### src/rtl/seven_segment_decoder.sv
// Seven-segment receiver: synchronizes and debounces a pad pattern, decodes it
// back to a BCD digit and checks that successive digits count 0..9..0.
module seven_segment_decoder #(
  parameter int STABLE_CYCLES = 4,
  parameter int CNT_W         = 16,
  parameter bit INVERT        = 1'b0
) (
  input  logic             clk,
  input  logic             reset_n,
  input  logic [6:0]       seg_in,
  input  logic             clear,
  output logic [3:0]       digit_out,
  output logic             digit_valid,
  output logic             digit_strobe,
  output logic             invalid,
  output logic             seq_error,
  output logic [CNT_W-1:0] change_count,
  output logic [7:0]       error_count
);

  localparam logic [7:0]       STAB_MAX  = 8'(STABLE_CYCLES - 1);
  localparam logic [CNT_W-1:0] CHG_MAX   = {CNT_W{1'b1}};
  localparam logic [7:0]       ERR_MAX   = 8'hFF;

  typedef enum logic {
    IDLE  = 1'b0,
    TRACK = 1'b1
  } seq_state_t;

  // Handshake: there is no back-pressure. digit_strobe acts as a valid that is
  // high for exactly one cycle per accepted decimal glyph; the consumer must
  // sample digit_out and the statistics in that cycle.

  logic [6:0] sync1;
  logic [6:0] sync2;
  logic [6:0] s;
  logic [6:0] cand;
  logic [6:0] acc;
  logic [7:0] stab;
  logic       accept;

  seq_state_t state_q;
  seq_state_t state_d;
  logic [3:0] prev_q;
  logic [3:0] prev_d;

  logic             is_glyph;
  logic             is_blank;
  logic [3:0]       glyph_digit;
  logic [3:0]       expect_digit;

  logic [3:0]       digit_d;
  logic             valid_d;
  logic             strobe_d;
  logic             invalid_d;
  logic             seq_error_d;
  logic [CNT_W-1:0] change_d;
  logic [7:0]       error_d;

  assign s      = INVERT ? ~sync2 : sync2;
  assign accept = (stab == STAB_MAX) && (cand != acc);

  // Input synchronizer and stability filter.
  always_ff @(posedge clk) begin
    if (!reset_n) begin
      sync1 <= '0;
      sync2 <= '0;
      cand  <= '0;
      stab  <= '0;
      acc   <= '0;
    end else begin
      sync1 <= seg_in;
      sync2 <= sync1;
      if (s != cand) begin
        cand <= s;
        stab <= '0;
      end else if (stab < STAB_MAX) begin
        stab <= stab + 8'd1;
      end
      if (accept) begin
        acc <= cand;
      end
    end
  end

  // Glyph decode of the candidate being accepted; 0x27 is deliberately not a 7.
  always_comb begin
    is_glyph    = 1'b1;
    glyph_digit = 4'd0;
    case (cand)
      7'h3F:   glyph_digit = 4'd0;
      7'h06:   glyph_digit = 4'd1;
      7'h5B:   glyph_digit = 4'd2;
      7'h4F:   glyph_digit = 4'd3;
      7'h66:   glyph_digit = 4'd4;
      7'h6D:   glyph_digit = 4'd5;
      7'h7D:   glyph_digit = 4'd6;
      7'h07:   glyph_digit = 4'd7;
      7'h7F:   glyph_digit = 4'd8;
      7'h6F:   glyph_digit = 4'd9;
      default: is_glyph    = 1'b0;
    endcase
  end

  assign is_blank     = (cand == 7'h00);
  assign expect_digit = (prev_q == 4'd9) ? 4'd0 : prev_q + 4'd1;

  // Sequence FSM and output next-state.
  always_comb begin
    state_d     = state_q;
    prev_d      = prev_q;
    digit_d     = digit_out;
    valid_d     = digit_valid;
    strobe_d    = 1'b0;
    invalid_d   = invalid;
    seq_error_d = seq_error;
    change_d    = change_count;
    error_d     = error_count;

    if (accept) begin
      if (is_glyph) begin
        digit_d   = glyph_digit;
        valid_d   = 1'b1;
        invalid_d = 1'b0;
        strobe_d  = 1'b1;
        if (change_count != CHG_MAX) begin
          change_d = change_count + CNT_W'(1);
        end
        if ((state_q == TRACK) && (glyph_digit != expect_digit)) begin
          seq_error_d = 1'b1;
          if (error_count != ERR_MAX) begin
            error_d = error_count + 8'd1;
          end
        end
        prev_d  = glyph_digit;
        state_d = TRACK;
      end else if (is_blank) begin
        valid_d   = 1'b0;
        invalid_d = 1'b0;
        state_d   = IDLE;
      end else begin
        valid_d   = 1'b0;
        invalid_d = 1'b1;
        if (error_count != ERR_MAX) begin
          error_d = error_count + 8'd1;
        end
        state_d = IDLE;
      end
    end

    // Clear wins over any coincident count or FSM update, but not the display.
    if (clear) begin
      change_d    = '0;
      error_d     = '0;
      seq_error_d = 1'b0;
      state_d     = IDLE;
    end
  end

  always_ff @(posedge clk) begin
    if (!reset_n) begin
      state_q      <= IDLE;
      prev_q       <= '0;
      digit_out    <= '0;
      digit_valid  <= 1'b0;
      digit_strobe <= 1'b0;
      invalid      <= 1'b0;
      seq_error    <= 1'b0;
      change_count <= '0;
      error_count  <= '0;
    end else begin
      state_q      <= state_d;
      prev_q       <= prev_d;
      digit_out    <= digit_d;
      digit_valid  <= valid_d;
      digit_strobe <= strobe_d;
      invalid      <= invalid_d;
      seq_error    <= seq_error_d;
      change_count <= change_d;
      error_count  <= error_d;
    end
  end

endmodule

### config.mk
export PLATFORM = sky130hd
export DESIGN_NAME = seven_segment_decoder
export DESIGN_NICKNAME = d
export VERILOG_FILES = /design/src/rtl/seven_segment_decoder.sv
export SDC_FILE = /design/constraint.sdc
export NUM_CORES = 1
export LEC_CHECK = 0
export BUFFER_PORTS_ARGS = -buffer_cell sky130_fd_sc_hd__buf_4
export CAP_MARGIN = 20
export CORE_UTILIZATION = 51
export DETAILED_ROUTE_END_ITERATION = 6
export GPL_TIMING_DRIVEN = 0
export MAX_ROUTING_LAYER = met4
export PLACE_DENSITY_LB_ADDON = 0.2
export SLEW_MARGIN = 20
export SYNTH_ARGS = -nofsm -noshare
export SYNTH_HDL_FRONTEND = slang
export SYNTH_SLANG_ARGS = --single-unit
export TNS_END_PERCENT = 5
### constraint.sdc
create_clock -name clk -period 2.4 [get_ports clk]
set_input_delay 0.48 -clock clk [delete_from_list [all_inputs] [get_ports clk]]
set_output_delay 0.48 -clock clk [all_outputs]
set_load 0.1 [all_outputs]
==> metrics <==
starting density of the core 53.09%; share of flip-flops with an asynchronous set or reset 0%; pin count of the biggest net entering global routing 13; nets 422; fin crit share 104.0%; clock transition at the registers of the reported paths 0.07 ns; worst slew pin tran 0.6671 ns; Area Overhead vs Synth 33.20%; Synth warnings 0; Finished Layout Cells 489; drt pass-1 iters 4; GP Congestion 0.8611; CTS Buf Count 9; Overflow after GRT 0; CP Capture Type flop; minimum clock period 2.496 ns; PortBufs 41; die width 80.74 um; worst-skew pair later-pin latency 0.34 ns; Pleak 1.567 nW; peak supply drop 0.0004680 V; die area 0.006518 sq mm; Max Cap Viol 0; Multi-input gate area 0.001878 sq mm; Netlist cell types 55; final WL 6733 um; syn nets 356; RSZ-0062 raised after global routing true; register area share after synthesis 43.69%; post-synthesis cell area 0.003162 sq mm; number of hold violations in the final report 0; initial antenna violation count 0; Total GRT Usage 21.32%; remaining antenna violation count after routing 0; first-pass GRT wire length 10,440 um; total number of vias 2,631; Finish-stage setup viols 7; Pwr Density 547.7 mW/mm^2; failing checks setup timing; n_diodes 0; Post-DP HPWL 4511 um; # fillers 468; vias in the first global route 2,309; Initial DRC Count 79; CORE AREA 0.005956 sq mm; post-DR wirelength/cell 13.77 um; Clock Path Buffers 2; Post-CTS Hold Fix Bufs 0; Placed Cells 459; CP max FO 6; H-tree levels 3; layout cell share with drive strength beyond 1 34.78%; Worst EP arrival 2.77 ns; # rows 28; TNS Setup -0.2632 ns; final-report max-slew violation count 0; CTS Sinks 69; Post-synth EDFFs 0; startpoint types flop; clk_skew 0.008252 ns; critical path class flop to flop; Post-Synthesis Cells 343; CTS Root Buffer Type clkbuf_8; DRC viols 0; Sequential Area 0.001425 sq mm; Placed Instance Area 0.003596 sq mm; status complete, but fails checks; Top-Level Pins 42; TritonCTS clock tree done; worst hold path class input pin to flop; chip height 80.74 um; Primary FF master, synth dfxtp_1; finished layout cell area 0.004212 sq mm; Util after Layout 70.71%; Worst Path Required 2.67 ns; Hold Slack 0.3473 ns; Slew HR 55.53%; worst setup margin -0.09641 ns; syn_area_per_cell 9.218 sq um; Avg Vias per Cell 5.380; Synth Register Bits 69; Max Freq 400.6 MHz
-- state kept, by name (all words and copies together), names as in the netlist, 4 cells and up --
name	count
acc	7
prev_q	4
stab	8
s	7
sync1	7
error_count	8
cand	7
change_count	16
-- cells in the mapped netlist (3+ instances only) --
master | number | area share [%]
mux2i_1 | 13 | 4.1
xnor2_1 | 21 | 5.8
xor2_1 | 9 | 2.5
or3_1 | 9 | 1.8
nor2_1 | 40 | 4.7
buf_4 | 5 | 1.2
ha_1 | 3 | 1.2
nand2b_1 | 4 | 0.79
and3_1 | 4 | 0.79
a21oi_1 | 13 | 2.1
nand3_1 | 10 | 1.6
and2_1 | 28 | 5.5
nand2_1 | 14 | 1.7
inv_1 | 9 | 1.1
nand4_1 | 13 | 2.6
nor4_1 | 3 | 0.59
a22oi_1 | 3 | 0.71
o2111ai_1 | 3 | 0.83
o21ai_0 | 12 | 1.9
clkbuf_1 | 8 | 0.95
nor3_1 | 8 | 1.3
or4_1 | 3 | 0.71
dfxtp_1 | 69 | 44
and4_1 | 3 | 0.83
-- final timing paths --
kind                                            from                     endpoint  slack, ns  cells past startpoint
worst max-delay path            cand[6]$_SDFFE_PN0P_  error_count[2]$_SDFFE_PP0P_       -0.1                     10
worst min-delay path                       seg_in[6]          sync1[6]$_SDFF_PN0_       0.35                      2
worst max register to register  cand[6]$_SDFFE_PN0P_  error_count[2]$_SDFFE_PP0P_       -0.1                     10
worst min register to register   sync1[3]$_SDFF_PN0_              s[3]$_SDFF_PN0_       0.43                      1
-- cell type report --
| cell class | count | share of cell area, % |
|---|---|---|
| Buffer | 14 | 2.317 |
| Clock buffer | 10 | 3.268 |
| Clock inverter | 6 | 2.050 |
| Inverter | 9 | 0.8021 |
| Multi-Input combinational cell | 248 | 44.59 |
| Sequential cell | 69 | 33.84 |
| Tap cell | 75 | 2.228 |
| Timing Repair Buffer | 58 | 10.90 |
-- timing repair --
item,4_1_cts,5_1_grt
pin swaps,12,19
setup endpoints to repair,15,23
gates resized for setup,18,41
setup buffers,9,8
endpoints found under the hold margin,0,0
gates cloned,0,1
-- cells in the final DEF (no fill, tap or decap), types with 7 or more instances in the layout --
cell,netlist,final
dfxtp_1,69,48
mux2i_1,13,13
nor2_1,40,38
xor2_1,9,8
clkbuf_8,0,10
and2_1,28,28
inv_1,9,9
xnor2_1,21,20
nand4_1,13,13
nand2_1,14,13
o21ai_0,12,10
buf_4,5,55
dfxtp_2,0,14
a21oi_1,13,11
dfxtp_4,0,7
clkbuf_1,8,7
nand3_1,10,8
-- where the power goes --
group	switching (mW)	internal [mW]	leakage (nW)
clock	0.433	0.611	0.112
sequential	0.0101	1.15	0.572
combinational	0.0532	0.0456	0.883
-- through the flow --
step,setup slack (ns),total power [mW]
2_1_floorplan,-0.1448,1.249
3_3_place_gp,-0.3013,1.276
3_5_place_dp,-0.3470,1.280
4_1_cts,-0.08759,2.329
5_1_grt,-0.1914,2.398
6_report,-0.09641,2.307
-- worst max-delay path, cell delays in order, from the launching register on --
cell and delay, ns:
dfxtp_4 0.37, and3_4 0.20, and4_4 0.19, or3_4 0.33, buf_8 0.15, mux2i_4 0.20
o32ai_4 0.32, nor2_4 0.08, buf_6 0.14, or3_4 0.32, a21oi_2 0.12
-- routing by layer --
layer	global-route usage, %	up-vias	share of wire [%]
met1	26.26	1253	47
li1	-	1328	-
met4	6.429	0	0.58
met5	-	-	0
met2	34.41	46	48
met3	5.393	4	4.1
-- cell families (layout without fill, tap and decap cells) --
logic type                 Yosys count  in the layout  share of synthesized area [%]
buffers and inverters               27             97                          4.353
DFF                                 69             69                          43.69
muxes                               16             16                          5.381
and+or+nand+nor                    153            154                          27.31
xor gates and xnor gates            30             30                          8.311
AOI/OAI and AO/OA                   45             45                          9.774
adders and majority gates            3              3                          1.187
Note: power is estimated with default switching activity, not from simulation.
